`config.mk`:
```
export PLATFORM = sky130hd
export DESIGN_NAME = fp_norm_sequencer
export DESIGN_NICKNAME = d
export VERILOG_FILES = /design/src/rtl/fp_norm_pkg.sv /design/src/rtl/fp_norm_step.sv /design/src/rtl/fp_norm_sequencer.sv
export SDC_FILE = /design/constraint.sdc
export NUM_CORES = 1
export LEC_CHECK = 0
export CORE_AREA = 2 2 191 380
export DETAILED_ROUTE_END_ITERATION = 12
export DIE_AREA = 0 0 193 382
export GPL_TIMING_DRIVEN = 0
export PLACE_DENSITY_LB_ADDON = 0.2
export SYNTH_ARGS = -nofsm -noshare
export SYNTH_HDL_FRONTEND = slang
export SYNTH_SLANG_ARGS = --single-unit
```
`constraint.sdc`:
```
create_clock -name clk -period 9.55 [get_ports clk]
set_clock_uncertainty 0.2 [all_clocks]
set_input_delay 1.91 -clock clk [delete_from_list [all_inputs] [get_ports clk]]
set_output_delay 1.91 -clock clk [all_outputs]
set_load 0.01 [all_outputs]
```
`src/rtl/fp_norm_pkg.sv`:
```
// Shared types and default widths for the floating-point mantissa normalizer.
package fp_norm_pkg;

  localparam int unsigned DEF_MANT_W = 279;
  localparam int unsigned DEF_EXP_W  = 8;
  localparam int unsigned DEF_STEP   = 8;

  typedef enum logic [1:0] {
    IDLE,
    SHIFT,
    DONE
  } state_e;

  typedef enum logic [1:0] {
    OP_DONE,
    OP_COARSE,
    OP_SINGLE,
    OP_UFLOW
  } step_op_e;

endpackage

```
`src/rtl/fp_norm_step.sv`:
```
// One normalization step: picks done / coarse shift / single shift / underflow
// from the current working registers and produces the next mantissa and exponent.
module fp_norm_step
  import fp_norm_pkg::*;
#(
  parameter int unsigned MANT_W = DEF_MANT_W,
  parameter int unsigned EXP_W  = DEF_EXP_W,
  parameter int unsigned STEP   = DEF_STEP
) (
  input  logic [MANT_W-1:0] mant_cur,
  input  logic [EXP_W-1:0]  exp_cur,
  output logic [MANT_W-1:0] mant_nxt,
  output logic [EXP_W-1:0]  exp_nxt,
  output step_op_e          op
);

  localparam logic [EXP_W-1:0] STEP_EXP = EXP_W'(STEP);
  localparam logic [EXP_W-1:0] ONE_EXP  = EXP_W'(1);

  logic top_zero;
  assign top_zero = (mant_cur[MANT_W-1 -: STEP] == '0);

  // Strict '>' on both shift paths keeps the exponent at or above 1.
  always_comb begin
    op       = OP_DONE;
    mant_nxt = mant_cur;
    exp_nxt  = exp_cur;
    if (mant_cur[MANT_W-1]) begin
      op = OP_DONE;
    end else if (top_zero && (exp_cur > STEP_EXP)) begin
      op       = OP_COARSE;
      mant_nxt = mant_cur << STEP;
      exp_nxt  = exp_cur - STEP_EXP;
    end else if (exp_cur > ONE_EXP) begin
      op       = OP_SINGLE;
      mant_nxt = mant_cur << 1;
      exp_nxt  = exp_cur - ONE_EXP;
    end else begin
      op = OP_UFLOW;
    end
  end

endmodule

```
`src/rtl/fp_norm_sequencer.sv`:
```
// Iterative mantissa normalizer: accepts an operand, shifts it left until the MSB
// is set or the exponent bottoms out, then holds the result until consumed.
module fp_norm_sequencer
  import fp_norm_pkg::*;
#(
  parameter int unsigned MANT_W = DEF_MANT_W,
  parameter int unsigned EXP_W  = DEF_EXP_W,
  parameter int unsigned STEP   = DEF_STEP
) (
  input  logic              clk,
  input  logic              reset,
  input  logic              in_valid,
  output logic              in_ready,
  input  logic [EXP_W-1:0]  exp_in,
  input  logic [MANT_W-1:0] mant_in,
  output logic              out_valid,
  input  logic              out_ready,
  output logic [EXP_W-1:0]  exp_out,
  output logic [MANT_W-1:0] mant_out,
  output logic              zero,
  output logic              underflow,
  output logic              busy
);

  state_e            state_q, state_d;
  logic [EXP_W-1:0]  exp_q, exp_d;
  logic [MANT_W-1:0] mant_q, mant_d;
  logic              zero_q, zero_d;
  logic              underflow_q, underflow_d;

  logic [MANT_W-1:0] step_mant;
  logic [EXP_W-1:0]  step_exp;
  step_op_e          step_op;

  fp_norm_step #(
    .MANT_W (MANT_W),
    .EXP_W  (EXP_W),
    .STEP   (STEP)
  ) u_step (
    .mant_cur (mant_q),
    .exp_cur  (exp_q),
    .mant_nxt (step_mant),
    .exp_nxt  (step_exp),
    .op       (step_op)
  );

  always_comb begin
    state_d     = state_q;
    exp_d       = exp_q;
    mant_d      = mant_q;
    zero_d      = zero_q;
    underflow_d = underflow_q;
    unique case (state_q)
      IDLE: begin
        if (in_valid) begin
          exp_d       = exp_in;
          mant_d      = mant_in;
          zero_d      = 1'b0;
          underflow_d = 1'b0;
          if (mant_in == '0) begin
            state_d = DONE;
            zero_d  = 1'b1;
            exp_d   = '0;
          end else if (mant_in[MANT_W-1]) begin
            state_d = DONE;
          end else if (exp_in <= EXP_W'(1)) begin
            state_d     = DONE;
            underflow_d = 1'b1;
          end else begin
            state_d = SHIFT;
          end
        end
      end
      SHIFT: begin
        mant_d = step_mant;
        exp_d  = step_exp;
        case (step_op)
          OP_DONE:  state_d = DONE;
          OP_UFLOW: begin
            state_d     = DONE;
            underflow_d = 1'b1;
          end
          default:  state_d = SHIFT;
        endcase
      end
      DONE: begin
        if (out_ready) state_d = IDLE;
      end
      default: state_d = IDLE;
    endcase
  end

  always_ff @(posedge clk or posedge reset) begin
    if (reset) begin
      state_q     <= IDLE;
      exp_q       <= '0;
      mant_q      <= '0;
      zero_q      <= 1'b0;
      underflow_q <= 1'b0;
    end else begin
      state_q     <= state_d;
      exp_q       <= exp_d;
      mant_q      <= mant_d;
      zero_q      <= zero_d;
      underflow_q <= underflow_d;
    end
  end

  assign in_ready  = (state_q == IDLE);
  assign out_valid = (state_q == DONE);
  assign busy      = (state_q == SHIFT);
  assign exp_out   = exp_q;
  assign mant_out  = mant_q;
  assign zero      = zero_q;
  assign underflow = underflow_q;

endmodule

```
==> run_summary.xml <==
<?xml version="1.0" encoding="UTF-8"?>
<metrics>
  <group name="run_status">
    <metric name="status" unit="">complete, no violations</metric>
  </group>
  <group name="yosys">
    <metric name="synth_cells" unit="">2291</metric>
    <metric name="post_synth_instance_area" unit="sq mm">0.0175</metric>
    <metric name="syn_nets" unit="">2587</metric>
    <metric name="synth_sequential_area_ratio" unit="%">41.5</metric>
    <metric name="synth_cell_types" unit="">47</metric>
    <metric name="postSynthRegisterBits" unit="">291</metric>
    <metric name="synth-edff-count" unit="">0</metric>
    <metric name="synth_ff_type" unit="">dfrtp_1</metric>
    <metric name="syn_area_cell" unit="sq um">7.65</metric>
    <metric name="synth_async_sr_flop_share" unit="%">100</metric>
    <metric name="ys.warnings.count" unit="">0</metric>
  </group>
  <group name="run">
    <metric name="drv.max_cap_violation_count" unit="">0</metric>
  </group>
  <group name="clocking">
    <metric name="number_of_buffers_created_by_cts" unit="">34</metric>
    <metric name="clock_tree.root_cell" unit="">clkbuf_16</metric>
    <metric name="tritoncts" unit="">built</metric>
    <metric name="cts.sink_count" unit="">291</metric>
    <metric name="worst_skew_pair.late_latency" unit="ns">0.55</metric>
    <metric name="cts_hold_buf" unit="">0</metric>
    <metric name="cts-htree-levels" unit="">2</metric>
    <metric name="post_cts.repair.setup_buffers" unit="">0</metric>
    <metric name="cts.reportedPaths.clkPinSlew" unit="ns">0.06</metric>
    <metric name="cts.repair.resized" unit="">0</metric>
    <metric name="ctsLongestPathBuffers" unit="">3</metric>
  </group>
  <group name="final_layout">
    <metric name="final_design_area_no_fill" unit="sq mm">0.0259</metric>
    <metric name="multiInputGateArea" unit="sq mm">0.00921</metric>
    <metric name="fin_util" unit="%">36.5</metric>
    <metric name="area_growth_syn_to_layout" unit="%">47.5</metric>
    <metric name="most_frequent_cells_in_the_layout" unit="">clkdlybuf4s50_1 (582), nand2_1 (515), nor2_1 (304)</metric>
    <metric name="fill_cells" unit="">7427</metric>
    <metric name="sequential_cell_area" unit="sq mm">0.00728</metric>
    <metric name="design.final.nets" unit="">3213</metric>
    <metric name="layout_commonest_cell" unit="">clkdlybuf4s50_1</metric>
    <metric name="final_layout_size_suffix_gt1_share" unit="%">4.39</metric>
  </group>
  <group name="setup_path">
    <metric name="cp_capture_type" unit="">flop</metric>
    <metric name="cp_depth" unit="">8</metric>
    <metric name="worst-endpoint-arrival" unit="ns">5.23</metric>
    <metric name="worstPathMaxFanout" unit="">10</metric>
    <metric name="cp_data_required_time" unit="ns">9.75</metric>
    <metric name="cpLargestDelayFamily" unit="">simple AND/OR/NAND/NOR gates</metric>
    <metric name="worstPathBufferInverterCount" unit="">2</metric>
    <metric name="most_numerous_cell_on_the_critical_path" unit="">nor4_1</metric>
    <metric name="critPathSlowestCell" unit="">nor4_1</metric>
    <metric name="worst-r2r-cell-count" unit="">13</metric>
    <metric name="timing.setup.critical_path_class" unit="">input port to flop</metric>
    <metric name="timing.critical_path.from_type" unit="">input port</metric>
    <metric name="timing.critical_path.slowest_cell_delay" unit="ns">0.87</metric>
    <metric name="timing.critical_path.cells" unit="">clkdlybuf4s50_1 &gt; nor4_1 &gt; nand4_1 &gt; nor4_1 &gt; nand3_1 &gt; nor2_1 &gt; clkbuf_1 &gt; o22ai_1</metric>
  </group>
  <group name="floorplanning">
    <metric name="core_region_area" unit="sq mm">0.0708</metric>
    <metric name="initial_cell_density_of_the_core" unit="%">24.8</metric>
    <metric name="die-width" unit="um">193</metric>
    <metric name="die_h" unit="um">382</metric>
    <metric name="pin_count" unit="">583</metric>
    <metric name="fp.dieArea" unit="sq mm">0.0737</metric>
    <metric name="std_cell_rows" unit="">138</metric>
  </group>
  <group name="timing">
    <metric name="relSlewSlack" unit="%">18.8</metric>
    <metric name="setup_viol_count_final" unit="">0</metric>
    <metric name="totalNegativeSetupSlack" unit="ns">0</metric>
    <metric name="max_freq" unit="MHz">199</metric>
    <metric name="report.final.hold_viol_count" unit="">0</metric>
    <metric name="worst_pin_slew" unit="ns">1.22</metric>
    <metric name="slew_violations" unit="">0</metric>
    <metric name="hold_ws" unit="ns">0.312</metric>
    <metric name="rsz0062_at_grt" unit="">false</metric>
    <metric name="min_period_over_period" unit="%">52.7</metric>
    <metric name="final_period_minus_worst_setup_slack" unit="ns">5.04</metric>
  </group>
  <group name="placed_design">
    <metric name="place_congestion" unit="">0.953</metric>
    <metric name="detailed_place_hpwl" unit="um">74400</metric>
    <metric name="detailed_place.area" unit="sq mm">0.0247</metric>
    <metric name="port-buffer-count" unit="">582</metric>
  </group>
  <group name="drt">
    <metric name="drt-wirelength-per-cell" unit="um">24.5</metric>
    <metric name="routed-via-count" unit="">20800</metric>
    <metric name="detail-route-antenna-nets" unit="">0</metric>
    <metric name="routed_wirelength" unit="um">94300</metric>
    <metric name="vias_per_cell" unit="">5.39</metric>
    <metric name="drt_iter0_drc" unit="">1472</metric>
    <metric name="drt_drc_violations_left" unit="">0</metric>
    <metric name="drtPass1Iterations" unit="">6</metric>
  </group>
  <group name="grt">
    <metric name="number_of_global_route_vias_before_repair" unit="">20900</metric>
    <metric name="groute.usage.overall" unit="%">24.6</metric>
    <metric name="first_pass_grt_wire_length" unit="um">137000</metric>
    <metric name="number_of_antenna_violations_at_the_first_check_in_global_routing" unit="">15</metric>
    <metric name="gr-total-overflow" unit="">0</metric>
    <metric name="grt_start_max_net_pins" unit="">40</metric>
  </group>
  <group name="hold_path">
    <metric name="timing.hold.worst.class" unit="">flop to flop</metric>
    <metric name="timing.hold.worst_path_depth" unit="">2</metric>
  </group>
  <group name="power_and_ir_drop">
    <metric name="max-vdd-ir-drop" unit="uV">141</metric>
    <metric name="pwr_density_cell" unit="mW/mm^2">323</metric>
    <metric name="p_leak" unit="nW">10.5</metric>
  </group>
</metrics>
## per-stage QoR
step,power [W],setup WS (ns),std cells
4_1_cts,0.00840,4.29,3849
2_1_floorplan,0.00443,3.58,2291
6_report,0.00836,4.51,3853
3_3_place_gp,0.00685,0.932,3783
3_5_place_dp,0.00690,3.71,3791
5_1_grt,0.00886,4.21,3851
## area by class of cell
type | count | area share [%]
sequential | 291 | 28.2
multi-input combinational | 1779 | 35.6
clock buffer | 48 | 4.01
tap | 910 | 4.40
buffer | 214 | 3.89
clock inverter | 10 | 0.595
timing repair buffer | 590 | 23.2
inverter | 7 | 0.116
antenna | 4 | 0.0387
## layer usage
| metal | GRT usage (%) | wire length, um | up-vias |
|---|---|---|---|
| met2 | 44.0 | 47000 | 1050 |
| li1 | - | - | 9406 |
| met5 | 0 | 142 | - |
| met1 | 27.9 | 35100 | 10100 |
| met4 | 9.39 | 3670 | 22 |
| met3 | 6.05 | 8390 | 187 |
## worst min-delay path, cell delays in order, from the launching register on
cell and delay, ns:
dfrtp_1 0.36, nand2_1 0.06, o31ai_1 0.06
## cells in the mapped netlist, types with 6 or more instances
cell type	n	area share [%]
clkbuf_1	152	3.3
and2_1	9	0.32
dfrtp_1	291	42
a22o_1	6	0.30
and3_1	7	0.25
nor3_1	7	0.20
buf_2	42	1.2
o21ai_0	13	0.37
nand4_1	16	0.57
buf_6	20	1.3
nor2_1	304	6.5
nand3_1	243	6.9
inv_1	7	0.15
a21oi_1	6	0.17
a21o_1	236	10
a31oi_1	264	9.4
nor4_1	75	2.7
a221oi_1	14	0.70
nand2_1	515	11
a22oi_1	21	0.90
## where the power goes
| part | total (W) | internal (W) | switching, W |
|---|---|---|---|
| clock network | 0.00147 | 0.000865 | 0.000601 |
| logic | 0.00408 | 0.00198 | 0.00210 |
| registers | 0.00282 | 0.00186 | 0.000957 |
| total | 0.00836 | 0.00470 | 0.00366 |
## flip-flops by register name, summed over array words and instances, names as in the netlist
name and flops:
zero 1, underflow 1, exp_out 8, state_q 2
mant_out 279
## cell families after synthesis
group,after synthesis,share of synthesized area (%)
and+or+nand+nor,1188,29.0
AOI/OAI and AO/OA,582,23.0
DFF,291,41.5
buffers and inverters,221,5.89
adders and majority gates,5,0.357
muxes,3,0.171
xor gates and xnor gates,1,0.0500
## worst paths after layout
kind | startpoint | to | slack [ns]
setup / recovery | mant_in[89] | underflow$_DFFE_PP0P_ | 4.51
hold / removal | zero$_DFFE_PP0P_ | zero$_DFFE_PP0P_ | 0.31
setup reg to reg | exp_out[0]$_DFFE_PP0P_ | state_q[1]$_DFFE_PP0P_ | 5.07
hold reg to reg | zero$_DFFE_PP0P_ | zero$_DFFE_PP0P_ | 0.31
max in group asynchronous | reset | mant_out[220]$_DFFE_PP0P_ | 6.26
min in group asynchronous | reset | mant_out[117]$_DFFE_PP0P_ | 1.47
Power figures use the tool's default switching activity.
